### src/rtl/inst_fetch_queue.sv
// Instruction fetch queue between the IF and ID stages.
// A DEPTH-entry FIFO of {pc, inst, excepttype} lets fetch run ahead while ID
// is stalled. One registered entry per cycle is presented to ID. When the
// FIFO is empty, the incoming IF entry bypasses straight into the output
// register, so an unstalled pipeline sees the same 1-cycle latency as a plain
// IF/ID register.
module inst_fetch_queue #(
   parameter int DEPTH     = 4,
   parameter int ADDR_W    = 32,
   parameter int INST_W    = 32,
   parameter int EXC_W     = 32,
   parameter int FAULT_BIT = 13
) (
   input  logic                      clk,
   input  logic                      rst,
   input  logic                      flush,
   input  logic                      if_valid,
   input  logic [ADDR_W-1:0]         if_pc,
   input  logic [INST_W-1:0]         if_inst,
   input  logic [EXC_W-1:0]          if_excepttype,
   output logic                      if_stallreq,
   input  logic                      id_stall,
   output logic                      id_valid,
   output logic [ADDR_W-1:0]         id_pc,
   output logic [INST_W-1:0]         id_inst,
   output logic [EXC_W-1:0]          id_excepttype,
   output logic [$clog2(DEPTH):0]    count
);

   localparam int AW = $clog2(DEPTH);
   localparam int PW = AW + 1;

   // Pointers carry one extra MSB so that full and empty can be told apart.
   logic [PW-1:0]     head;
   logic [PW-1:0]     tail;

   logic [ADDR_W-1:0] mem_pc   [DEPTH];
   logic [INST_W-1:0] mem_inst [DEPTH];
   logic [EXC_W-1:0]  mem_exc  [DEPTH];

   logic              empty;
   logic              full;
   logic              pop_slot;
   logic              pop;
   logic              bypass;
   logic              accept;
   logic [INST_W-1:0] masked_inst;

   assign empty    = (head == tail);
   assign full     = (head[AW-1:0] == tail[AW-1:0]) && (head[AW] != tail[AW]);

   // The output register loads whenever ID is not holding its entry.
   assign pop_slot = !id_stall;
   assign pop      = pop_slot && !empty;
   assign bypass   = pop_slot && empty && if_valid;

   // A full FIFO can still take a push when the head leaves in the same cycle.
   assign accept   = if_valid && !bypass && (!full || pop_slot);

   assign if_stallreq = full && id_stall;
   assign count       = tail - head;

   // A fetch fault carries no usable instruction, so it is stored as zero.
   assign masked_inst = if_excepttype[FAULT_BIT] ? '0 : if_inst;

   // Entry storage: written at the tail on every accepted push.
   // NOTE: the storage arrays are not reset; head/tail define which slots are
   // live, so resetting the data would only add reset fan-out.
   always_ff @(posedge clk) begin
      if (!rst && !flush && accept) begin
         mem_pc[tail[AW-1:0]]   <= if_pc;
         mem_inst[tail[AW-1:0]] <= masked_inst;
         mem_exc[tail[AW-1:0]]  <= if_excepttype;
      end
   end

   // Pointer update and the ID-facing output register; rst beats flush beats normal flow.
   always_ff @(posedge clk) begin
      if (rst) begin
         head          <= '0;
         tail          <= '0;
         id_valid      <= 1'b0;
         id_pc         <= '0;
         id_inst       <= '0;
         id_excepttype <= '0;
      end else if (flush) begin
         head          <= tail;
         id_valid      <= 1'b0;
         id_pc         <= '0;
         id_inst       <= '0;
         id_excepttype <= '0;
      end else begin
         if (pop) begin
            head <= head + 1'b1;
         end
         if (accept) begin
            tail <= tail + 1'b1;
         end
         if (pop_slot) begin
            if (!empty) begin
               id_valid      <= 1'b1;
               id_pc         <= mem_pc[head[AW-1:0]];
               id_inst       <= mem_inst[head[AW-1:0]];
               id_excepttype <= mem_exc[head[AW-1:0]];
            end else if (if_valid) begin
               id_valid      <= 1'b1;
               id_pc         <= if_pc;
               id_inst       <= masked_inst;
               id_excepttype <= if_excepttype;
            end else begin
               id_valid      <= 1'b0;
               id_pc         <= '0;
               id_inst       <= '0;
               id_excepttype <= '0;
            end
         end
      end
   end

endmodule
### config.mk
export PLATFORM = sky130hd
export DESIGN_NAME = inst_fetch_queue
export DESIGN_NICKNAME = d
export VERILOG_FILES = /design/src/rtl/inst_fetch_queue.sv
export SDC_FILE = /design/constraint.sdc
export NUM_CORES = 1
export LEC_CHECK = 0
export CAP_MARGIN = 30
export CORE_UTILIZATION = 61
export DETAILED_ROUTE_END_ITERATION = 12
export PLACE_DENSITY = 0.85
export SYNTH_ARGS = -nofsm -noshare
export SYNTH_HDL_FRONTEND = slang
export SYNTH_SLANG_ARGS = --single-unit
### constraint.sdc
create_clock -name clk -period 28 [get_ports clk]
set_input_delay 5.6 -clock clk [delete_from_list [all_inputs] [get_ports clk]]
set_output_delay 5.6 -clock clk [all_outputs]
set_load 0.005 [all_outputs]
# Word level (Yosys, flattened, before mapping)
# Memory sizes are Yosys's and may differ from the RTL's. A register that Yosys moved wholly into a read port is not among the register bits.
# Index checks and enable logic that the tools add are counted.
[classes]
n_addsub = 3
bitwise = 1
muxes = 19
n_reduce_logical = 19
n_eq_ne = 3
[op_table]
columns = ["op", "count"]
rows = [
  ["32-bit 2-to-1 mux", 7],
  ["2-bit 2-to-1 mux", 6],
  ["1-bit logical AND", 9],
  ["3-bit by 1-bit adder with 3-bit output, second input constant", 2],
  ["1-bit logical NOT", 6],
  ["3-bit 2-to-1 mux", 2],
  ["1-bit 2-to-1 mux", 4],
  ["3-bit == test", 1],
  ["3-bit subtractor", 1],
  ["2-bit == test", 1],
  ["2-bit AND reduction", 1],
  ["2-bit nonzero test", 1],
  ["2-bit OR reduction", 1],
  ["1-bit logical OR", 1],
  ["1-bit != test", 1],
  ["1-bit inverter", 1],
]
[totals]
mem_count = 3
ff_bits = 103
ramBits = 384
in_bits = 101
word_cells = 54
[mem_list]
columns = ["memory", "words", "word_bits", "rd", "rd_ports_with_merged_regs", "write_ports", "line_no", "rtl"]
rows = [
  ["mem_exc", 4, 32, 1, 1, 1, "39", "logic [EXC_W-1:0] mem_exc [DEPTH];"],
  ["mem_inst", 4, 32, 1, 1, 1, "38", "logic [INST_W-1:0] mem_inst [DEPTH];"],
  ["mem_pc", 4, 32, 1, 1, 1, "37", "logic [ADDR_W-1:0] mem_pc [DEPTH];"],
]

# Longest topological paths before layout
[logic_depth]
ltp_word = 9
ltp_mapped = 8
mapped_depth_nobuf = 5

# Worst setup path before layout
# OpenSTA, ideal clock, no wires.
[synth_timing]
path_type = "input-to-reg"
from = "input port id_stall"
to = "memory mem_exc[0][0] (enable)"
setup_time_ns = 0.688
required_time_ns = 27.312
stages = 3
arrival_time_ns = 13.240
slack_ns = 14.071
path_cell_list = "xnor3_1 a21o_1 nor3b_1"
[synth_via]
elab_chain_cells = 9
elab_cells_between_ends = 10
[synth_lines]
columns = ["item", "line_no", "rtl"]
rows = [
  ["start, declared", "22", "input logic id_stall,"],
  ["1-bit logical NOT *", "53", "assign pop_slot = !id_stall;"],
  ["1-bit logical AND (2 in a row)", "55", "assign bypass = pop_slot && empty && if_valid;"],
  ["1-bit logical NOT", "58", "assign accept = if_valid && !bypass && (!full || pop_slot);"],
  ["1-bit logical AND", "58", ""],
  ["1-bit logical AND *", "58", ""],
  ["1-bit logical AND *", "70", "if (!rst && !flush && accept) begin"],
  ["1-bit 2-to-1 mux *", "70", ""],
  ["1-bit 2-to-1 mux (implied by the code) *", "73", "mem_exc[tail[AW-1:0]] <= if_excepttype;"],
  ["end, declared", "39", ""],
]
# Mark *: on every way between the ends. The rest lies on a longest branch, timed or not.

# Final worst setup path
[layout_timing]
from = "input port id_stall"
to = "output port if_stallreq"
[layout_via]
elab_chain_cells = 1
[layout_lines]
columns = ["item", "line_no", "rtl"]
rows = [
  ["1-bit logical AND", "60", "assign if_stallreq = full && id_stall;"],
  ["end, declared", "21", "output logic if_stallreq,"],
]
# Every way passes these cells.

==> flow_summary.ini <==
[die]
row_count = 64
coreArea_um2 = 30700
die-area_um2 = 32000
io_pins = 202
start_util_pct = 62.2
fp.dieW_um = 179
die_y_um = 179

[global_routing]
grt_max_degree = 70
grt_usage_pct = 27.7
grt_overflow = 0
grt_pass1_vias = 11400
grt_pass1_wl_mm = 65.6
grt_antenna_before_repair = 3

[logic_synthesis]
synth_fp_nets = 1180
yosysTopAreaCellShare_pct = 60.4
synth_cells = 1071
synth_cell_types = 45
yosys.area.top_type = edfxtp_1
synth_enable_flop_cells = 384
yosys_most_used_dff = edfxtp_1
syn_area_um2 = 19100
synth_area_leaders = edfxtp_1 60%, mux4_2 11%, dfxtp_1 11%
async_flop_share_pct = 0
ys_warn_count = 0
syn-mean-instance-area_um2 = 17.8
ys_seq_area_share_pct = 71.4
synth-seq-cells = 489

[setup_path]
critical_path.max_fanout = 55
crit_path_end_kind = primary output
r2r-start = tail[0]
r2r_cells = 6
rr_endpoint = mem_exc[2][28]
reg2reg_slack_ns = 25.06
arrival_ns = 7.98
path_cells = buf_4, clkinv_2, nor3_1, clkdlybuf4s50_1
crit_path_start = id_stall
worstSetupStartpointType = primary input
slowest_stage = clkinv_2
critPathRequiredTime_ns = 22.40
worst_path_largest_cell_delay_ns = 0.81
crit_type = primary input to primary output
endpoint = if_stallreq

[sta]
min_period_over_period_pct = 48.5
slew_violations = 0
fin_tns_setup_ns = 0
rsz0062_at_grt = false
final-hold-violation-count = 0
setup_viol = 0
period_minus_slack_ns = 13.58
fmax_ghz = 0.0737
max_slew_margin_pct = 33.5
tightest_slew_ns = 0.998
skew_ns = 0.0175

[drt]
drt_iter0_drc = 1177
detail-route-antenna-nets = 0
drc = 0
viasPerCell = 6.73
drt_pass1_iterations = 5
vias = 11300
wl_mm = 43.3
drt-wirelength-per-cell_um = 25.9

[placed_design]
placed_cells = 1586
portBuffers = 201
hpwl_mm = 23.4
gp_congestion = 0.749

[power_and_ir_drop]
power_density_nw_per_um2 = 68.7
leakagePower_nw = 6.96
ir_worst_vdd_mv = 0.0513

[finish]
drive_gt1_share_pct = 16.0
fin_util_pct = 74.5
layout.nets = 1349
fill_cells = 1758
area_delta_synth_final_pct = 19.7
fin_cells = 1676

[clocking]
cts.path.max_buffers = 3
cts_max_level = 2
worst_skew_pair.late_latency_ns = 0.55
cts_tree = done
cts_resized = 0
numCtsBuffers = 47
post_cts_buffers = 0
clock-sinks = 489
root_buffer = clkbuf_16
holdBufCountCts = 0
clkTransAtPathRegs_ns = 0.06

[flow_run]
drv_cap = 0

[worst_hold_path]
hold_depth = 2
hp-class = register to register

[outcome]
outcome = finished clean
==> worst max-delay path, delay by kind of cell <==
kind,cells,cell delay [ns]
buffers and inverters,3,1.97
and+or+nand+nor,1,0.38
==> Yosys cell counts, types with 2 or more instances <==
library cell,n
a211oi_1,2
a21o_1,2
a21oi_1,96
a31oi_1,2
a32oi_1,95
buf_1,3
buf_12,5
buf_2,22
buf_4,7
buf_6,2
clkbuf_1,65
dfxtp_1,105
edfxtp_1,384
ha_1,7
inv_1,7
mux2_2,2
mux4_2,96
nand2_1,3
nand2b_1,4
nand4_1,2
nor2_1,5
nor2b_1,34
nor3_1,2
nor3b_1,4
o211ai_1,94
o21ai_0,2
==> power breakdown <==
group / switching, W / total (W) / internal (W)
Clock: 0.000260 / 0.000617 / 0.000358
Sequential: 0.0000113 / 0.000808 / 0.000797
Combinational: 0.0000766 / 0.000145 / 0.0000680
Total: 0.000347 / 0.00157 / 0.00122
==> metal layers <==
| metal | global-route usage, % | share of wire (%) |
|---|---|---|
| met1 | 38.5 | 39 |
| met2 | 45.5 | 49 |
| met3 | 4.79 | 9.7 |
| met4 | 8.26 | 2.3 |
| met5 | 0 | 0.030 |
==> cell families (layout without fill, tap and decap cells) <==
logic type | Yosys count | in the layout | share of synthesized area, %
xor gates and xnor gates | 4 | 4 | 0.452
other | 0 | 2 | 0
and+or+nand+nor | 59 | 59 | 1.87
buffers and inverters | 111 | 318 | 2.97
AOI/OAI and AO/OA | 301 | 301 | 11.2
DFF | 489 | 489 | 71.4
muxes | 99 | 99 | 11.5
adders and majority gates | 8 | 8 | 0.564
==> cell type report <==
class,instances,area (µm²),area share [%]
timing repair buffer,224,2240,9.81
clock inverter,20,155,0.679
clock buffer,67,1360,5.97
multi-input combinational,471,4920,21.5
tap,396,495,2.17
sequential,489,13600,59.7
inverter,7,27.5,0.120
antenna,2,5.00,0.0219
==> stage by stage <==
stage                     setup slack (ns)  total power, W  area, µm²  hold WS [ns]
after floorplan                      14.07        0.000910      19100         0.457
after global placement               14.39        0.000963      21200         0.454
after detailed placement             14.44        0.000967      21300         0.474
after CTS                            14.45         0.00158      22800         0.486
after global routing                 14.32         0.00162      22900         0.518
final                                14.42         0.00157      22900         0.490
==> layout by cell type, fill, tap and decap left out, drive strengths merged, types with 2 or more instances in the layout <==
cell           count
diode              2
dfxtp            105
mux2               2
xnor2              2
clkdlybuf4s50    200
clkinvlp           2
edfxtp           384
inv                7
nand2b             4
nand2              3
a211oi             3
nor3b              4
nor2b             34
nand4              2
ha                 7
o211ai            95
a31oi              2
a32oi             95
bufinv             2
clkinv            16
buf               24
a21oi             97
nor2               5
a21o               2
clkbuf            67
o21ai              2
mux4              96
nor3               2
==> flip-flops by register name (all words and copies together), names as in the netlist, named ones only <==
register       flops
id_pc             32
tail               3
mem_inst         128
mem_pc           128
id_excepttype     32
mem_exc          128
head               3
id_valid           1
id_inst           32
==> worst min-delay path by stage <==
stage / end / slack (ns) / from
after global placement: id_valid / 0.45 / id_valid
final: id_valid / 0.49 / id_valid
after CTS: id_valid / 0.49 / id_valid
after global routing: id_valid / 0.52 / id_valid
after detailed placement: id_valid / 0.47 / id_valid
after floorplan: id_valid / 0.46 / id_valid
(Power assumes the default switching activity.)
